**src/rtl/mux_nway_arb_pkg.sv**
```systemverilog
// mux_arb_pkg: shared mode encodings for the N-way stream multiplexer.
package mux_arb_pkg;
   localparam logic MODE_FIXED = 1'b0;
   localparam logic MODE_RR    = 1'b1;
endpackage

```
**src/rtl/mux_nway_arb_rr_pick.sv**
```systemverilog
// rr_pick: combinational round-robin picker (rotate, priority-encode, un-rotate).
module rr_pick #(
   parameter int WAYS  = 4,
   localparam int SEL_W = $clog2(WAYS)
) (
   input  logic [WAYS-1:0]  req,
   input  logic [SEL_W-1:0] ptr,
   output logic             gnt_valid,
   output logic [SEL_W-1:0] gnt_idx
);
   logic [WAYS-1:0]  rot;
   logic [SEL_W-1:0] off;
   int               sum;
   always_comb begin
      rot = '0;
      for (int i = 0; i < WAYS; i++) rot[i] = req[(i + int'(ptr)) % WAYS];
      off = '0;
      for (int i = WAYS - 1; i >= 0; i--) if (rot[i]) off = SEL_W'(i);
      sum = int'(off) + int'(ptr);
      gnt_valid = |req;
      gnt_idx = SEL_W'(sum >= WAYS ? sum - WAYS : sum);
   end
endmodule

```
**src/rtl/mux_nway_arb.sv**
```systemverilog
// mux_nway_arb: N-way W-bit stream mux with registered output, fixed or round-robin channel choice.
module mux_nway_arb
   import mux_arb_pkg::*;
#(
   parameter int WIDTH = 16,
   parameter int WAYS  = 4,
   localparam int SEL_W = $clog2(WAYS)
) (
   input  logic                  clk,
   input  logic                  reset,
   input  logic                  mode,
   input  logic [SEL_W-1:0]      sel,
   input  logic [WAYS-1:0]       in_valid,
   output logic [WAYS-1:0]       in_ready,
   input  logic [WAYS*WIDTH-1:0] in_data,
   output logic                  out_valid,
   input  logic                  out_ready,
   output logic [WIDTH-1:0]      out_data,
   output logic [SEL_W-1:0]      out_chan
);
   logic [SEL_W-1:0] ptr, rr_idx, g;
   logic             rr_valid, fix_valid, gnt_valid, free, take;
   rr_pick #(.WAYS(WAYS)) u_pick (
      .req      (in_valid),
      .ptr      (ptr),
      .gnt_valid(rr_valid),
      .gnt_idx  (rr_idx)
   );
   // sel values past the last channel never grant, guarding non-power-of-two WAYS
   assign fix_valid = (int'(sel) < WAYS) ? in_valid[sel] : 1'b0;
   assign gnt_valid = (mode == MODE_RR) ? rr_valid : fix_valid;
   assign g         = (mode == MODE_RR) ? rr_idx : sel;
   assign free      = !out_valid || out_ready;
   assign take      = free && gnt_valid && !reset;
   assign in_ready  = take ? (WAYS'(1) << g) : '0;
   always_ff @(posedge clk) begin
      if (reset) begin
         out_valid <= 1'b0;
         out_data  <= '0;
         out_chan  <= '0;
         ptr       <= '0;
      end else if (free) begin
         out_valid <= gnt_valid;
         if (gnt_valid) begin
            out_data <= in_data[int'(g)*WIDTH +: WIDTH];
            out_chan <= g;
            if (mode == MODE_RR) ptr <= (int'(g) == WAYS - 1) ? '0 : g + SEL_W'(1);
         end
      end
   end
endmodule

```
**config.mk**
```make
export PLATFORM = sky130hd
export DESIGN_NAME = mux_nway_arb
export DESIGN_NICKNAME = d
export VERILOG_FILES = /design/src/rtl/mux_nway_arb_pkg.sv /design/src/rtl/mux_nway_arb_rr_pick.sv /design/src/rtl/mux_nway_arb.sv
export SDC_FILE = /design/constraint.sdc
export NUM_CORES = 1
export LEC_CHECK = 0
export ABC_CLOCK_PERIOD_IN_PS = 5200
export CAP_MARGIN = 20
export CORE_ASPECT_RATIO = 0.5
export CORE_MARGIN = 3
export CORE_UTILIZATION = 50
export CTS_CLUSTER_SIZE = 12
export DETAILED_ROUTE_END_ITERATION = 10
export GPL_TIMING_DRIVEN = 0
export PLACE_DENSITY = 0.87
export SLEW_MARGIN = 20
export SYNTH_ARGS = -nofsm -noshare
export SYNTH_HDL_FRONTEND = slang
export SYNTH_SLANG_ARGS = --single-unit
```
**constraint.sdc**
```tcl
create_clock -name clk -period 5.2 [get_ports clk]
set_input_delay 0.78 -clock clk [delete_from_list [all_inputs] [get_ports clk]]
set_output_delay 0.78 -clock clk [all_outputs]
set_load 0.03 [all_outputs]
```
==> impl_metrics.ini <==
[die]
coreArea_um2 = 5130
initial_core_util = 0.540
io_pins = 97
row_count = 18
fp.dieW_um = 111
die_area_um2 = 6530
die_h_um = 58.7

[worst_setup_path]
critical_path.max_fanout = 10
r2r_start = ptr[0]$_SDFFE_PP0P_
end_kind = output pin
crit_start = in_valid[0]
reg2reg_depth = 12
r2r_setup_slack_ps = 1970
cp.arrival_ps = 4110
critPathLaunchType = input port
r2r-end = out_data[14]$_SDFFE_PP0N_
crit_type = input port to output pin
worstPathRequired_ps = 4420

[cts]
clock_path_buffers = 2
postCtsResizedCells = 0
root_buffer = clkbuf_8
htreeDepth = 1
numCtsBuffers = 3
clkTransAtPathRegs_ps = 90
clock_latency_ps = 270
cts_tree = built
ctsHoldBuffers = 0
postCtsSetupBuffers = 0
cts_sinks = 21

[flow_run]
cap_violations = 0

[power_and_ir_drop]
power.density_nw_per_um2 = 236
power_leakage_nw = 1.59
vdd.ir_drop.worst_v = 0.000132

[routing]
drtIter0Drc = 225
final_antenna_net_count = 0
dr_total_vias = 2871
post_drt_wl_per_cell_um = 18.6
via_per_inst = 6.19
detail_route.first_pass.iterations = 5
drc_errors = 0
drt_wl_total_um = 8640

[hold_path]
hold_path.class = register to register
hold_start = out_data[14]$_SDFFE_PP0N_
min_path_cells = 1
worstHoldEndpoint = out_data[14]$_SDFFE_PP0N_

[global_route]
overflow = 0
grt_max_degree = 12
grt_pass1_wl_um = 14000
antenna_found_initial = 0
grt_usage = 0.259
grt_pass1_vias = 2884

[yosys]
synth_top_area_cell = mux2i_1
synth_area_leaders = mux2i_1, dfxtp_1, mux4_2, a211oi_1, a22o_1
ys.flop_type = dfxtp_1
yosysTopAreaCellShare = 0.177
ys_warn_count = 0
synth_cells = 297
synth.avg_cell_area_um2 = 9.34
syn-num-nets = 373
synth-seq-area-share = 0.152
synthesis.area_um2 = 2770
ys_types = 50
synthArstFlopShare = 0
synth-seq-cells = 21
synth_edf_count = 0

[finish]
area_growth_pct = 38.4
drive_above_1_share = 0.155
nNetsFinal = 471
n_fill_cell = 398
insertedDiodeCount = 0

[placement]
gp_congestion = 0.834
port_buffers = 93
post-place-ws_ps = 333
hpwl_um = 6750

[sta]
report.final.slew_viol_count = 0
max_freq_mhz = 204
worstMarginPinSlew_ps = 671
fin_crit_sh = 0.941
period_needed_ps = 4890
setup_viol = 0
rsz0062_at_grt = no
worst_slack_ps = 306
finClkSkew_ps = 2.45
hold_viol_final = 0
tns_ps = 0
relSlewSlack = 0.552

[outcome]
outcome = finished, final reports clean
-- power breakdown --
part	total, mW	switching [mW]	internal (mW)	leakage [nW]
logic	0.589	0.305	0.284	1.40
clock network	0.115	0.0606	0.0548	0.0228
registers	0.200	0.0142	0.185	0.174
-- kinds of logic (layout without fill, tap and decap cells) --
family	after synthesis	after routing	share of synthesized area
compound gates	89	89	0.239
simple gates	78	78	0.176
mux	68	68	0.323
buf+inv	36	133	0.0857
flops	21	21	0.152
xor+xnor	3	3	0.0162
fa+ha+maj	2	2	0.00902
-- worst max path at each step --
stage	to	slack (ps)	cells past startpoint
after CTS	in_ready[3]	330	11
final	in_ready[3]	310	11
after detailed placement	in_ready[3]	330	11
after global placement	in_ready[3]	380	11
after floorplan	in_ready[3]	1050	9
after global routing	in_ready[3]	120	12
-- worst max-delay path, stage by stage --
cell and delay (ps):
clkdlybuf4s50_1 480, buf_6 180, or4_1 500, o2111ai_1 140, ha_1 200, clkbuf_1 270, buf_2 330, xnor2_4 160
a21oi_2 90, nor4_1 260, clkdlybuf4s50_1 720
-- metal layers --
metal | track usage | vias up | part of all wire
met5 | 0 | - | 0
met4 | 0.0381 | 0 | 0.0051
met2 | 0.501 | 105 | 0.52
met1 | 0.328 | 1421 | 0.42
li1 | - | 1341 | -
met3 | 0.0236 | 4 | 0.057
-- sequential cells by signal, summed over array words and instances (netlist names) --
signal	flops
ptr	2
out_valid	1
out_chan	2
out_data	16
-- layout by cell type, fill, tap and decap left out, types with 6 or more instances in the layout --
cell,synthesis,final
mux2i_1,49,49
clkbuf_1,10,11
o21ai_1,10,10
dfxtp_1,21,21
a21oi_1,20,20
nand2_1,20,20
nor2_1,7,7
a22o_1,16,16
buf_4,6,6
buf_6,6,6
nand2b_1,20,20
mux4_2,17,17
a211oi_1,19,19
and3_1,16,16
clkdlybuf4s50_1,0,93
buf_2,9,9
o21ai_0,6,6
-- stage by stage --
step	cells	power, mW	hold WS [ps]	utilization	cell area [um^2]
3_3_place_gp	460	0.767	463	0.738	3790
6_report	464	0.904	488	0.747	3840
5_1_grt	464	0.952	504	0.747	3840
3_5_place_dp	460	0.784	469	0.738	3790
4_1_cts	464	0.898	488	0.747	3840
2_1_floorplan	297	0.603	608	-	2770
-- synth_stat cells (2+ instances only) --
cell	instances
mux2i_1	49
dfxtp_1	21
a21oi_1	20
nand2_1	20
nand2b_1	20
a211oi_1	19
mux4_2	17
a22o_1	16
and3_1	16
clkbuf_1	10
o21ai_1	10
buf_2	9
nor2_1	7
buf_4	6
buf_6	6
o21ai_0	6
nor2b_1	3
clkbuf_4	2
ha_1	2
inv_1	2
mux2_2	2
nor2b_4	2
nor3_1	2
o21bai_1	2
o32ai_2	2
xnor2_1	2
-- area by class of cell --
cell class / count / area, um^2 / share of cell area
Sequential cell: 21 / 420 / 0.110
Tap cell: 70 / 87.6 / 0.0228
Inverter: 2 / 7.51 / 0.00196
Clock buffer: 4 / 45.0 / 0.0117
Buffer: 34 / 230 / 0.0600
Multi-Input combinational cell: 240 / 2110 / 0.551
Timing Repair Buffer: 93 / 931 / 0.243
(Power assumes the default switching activity.)
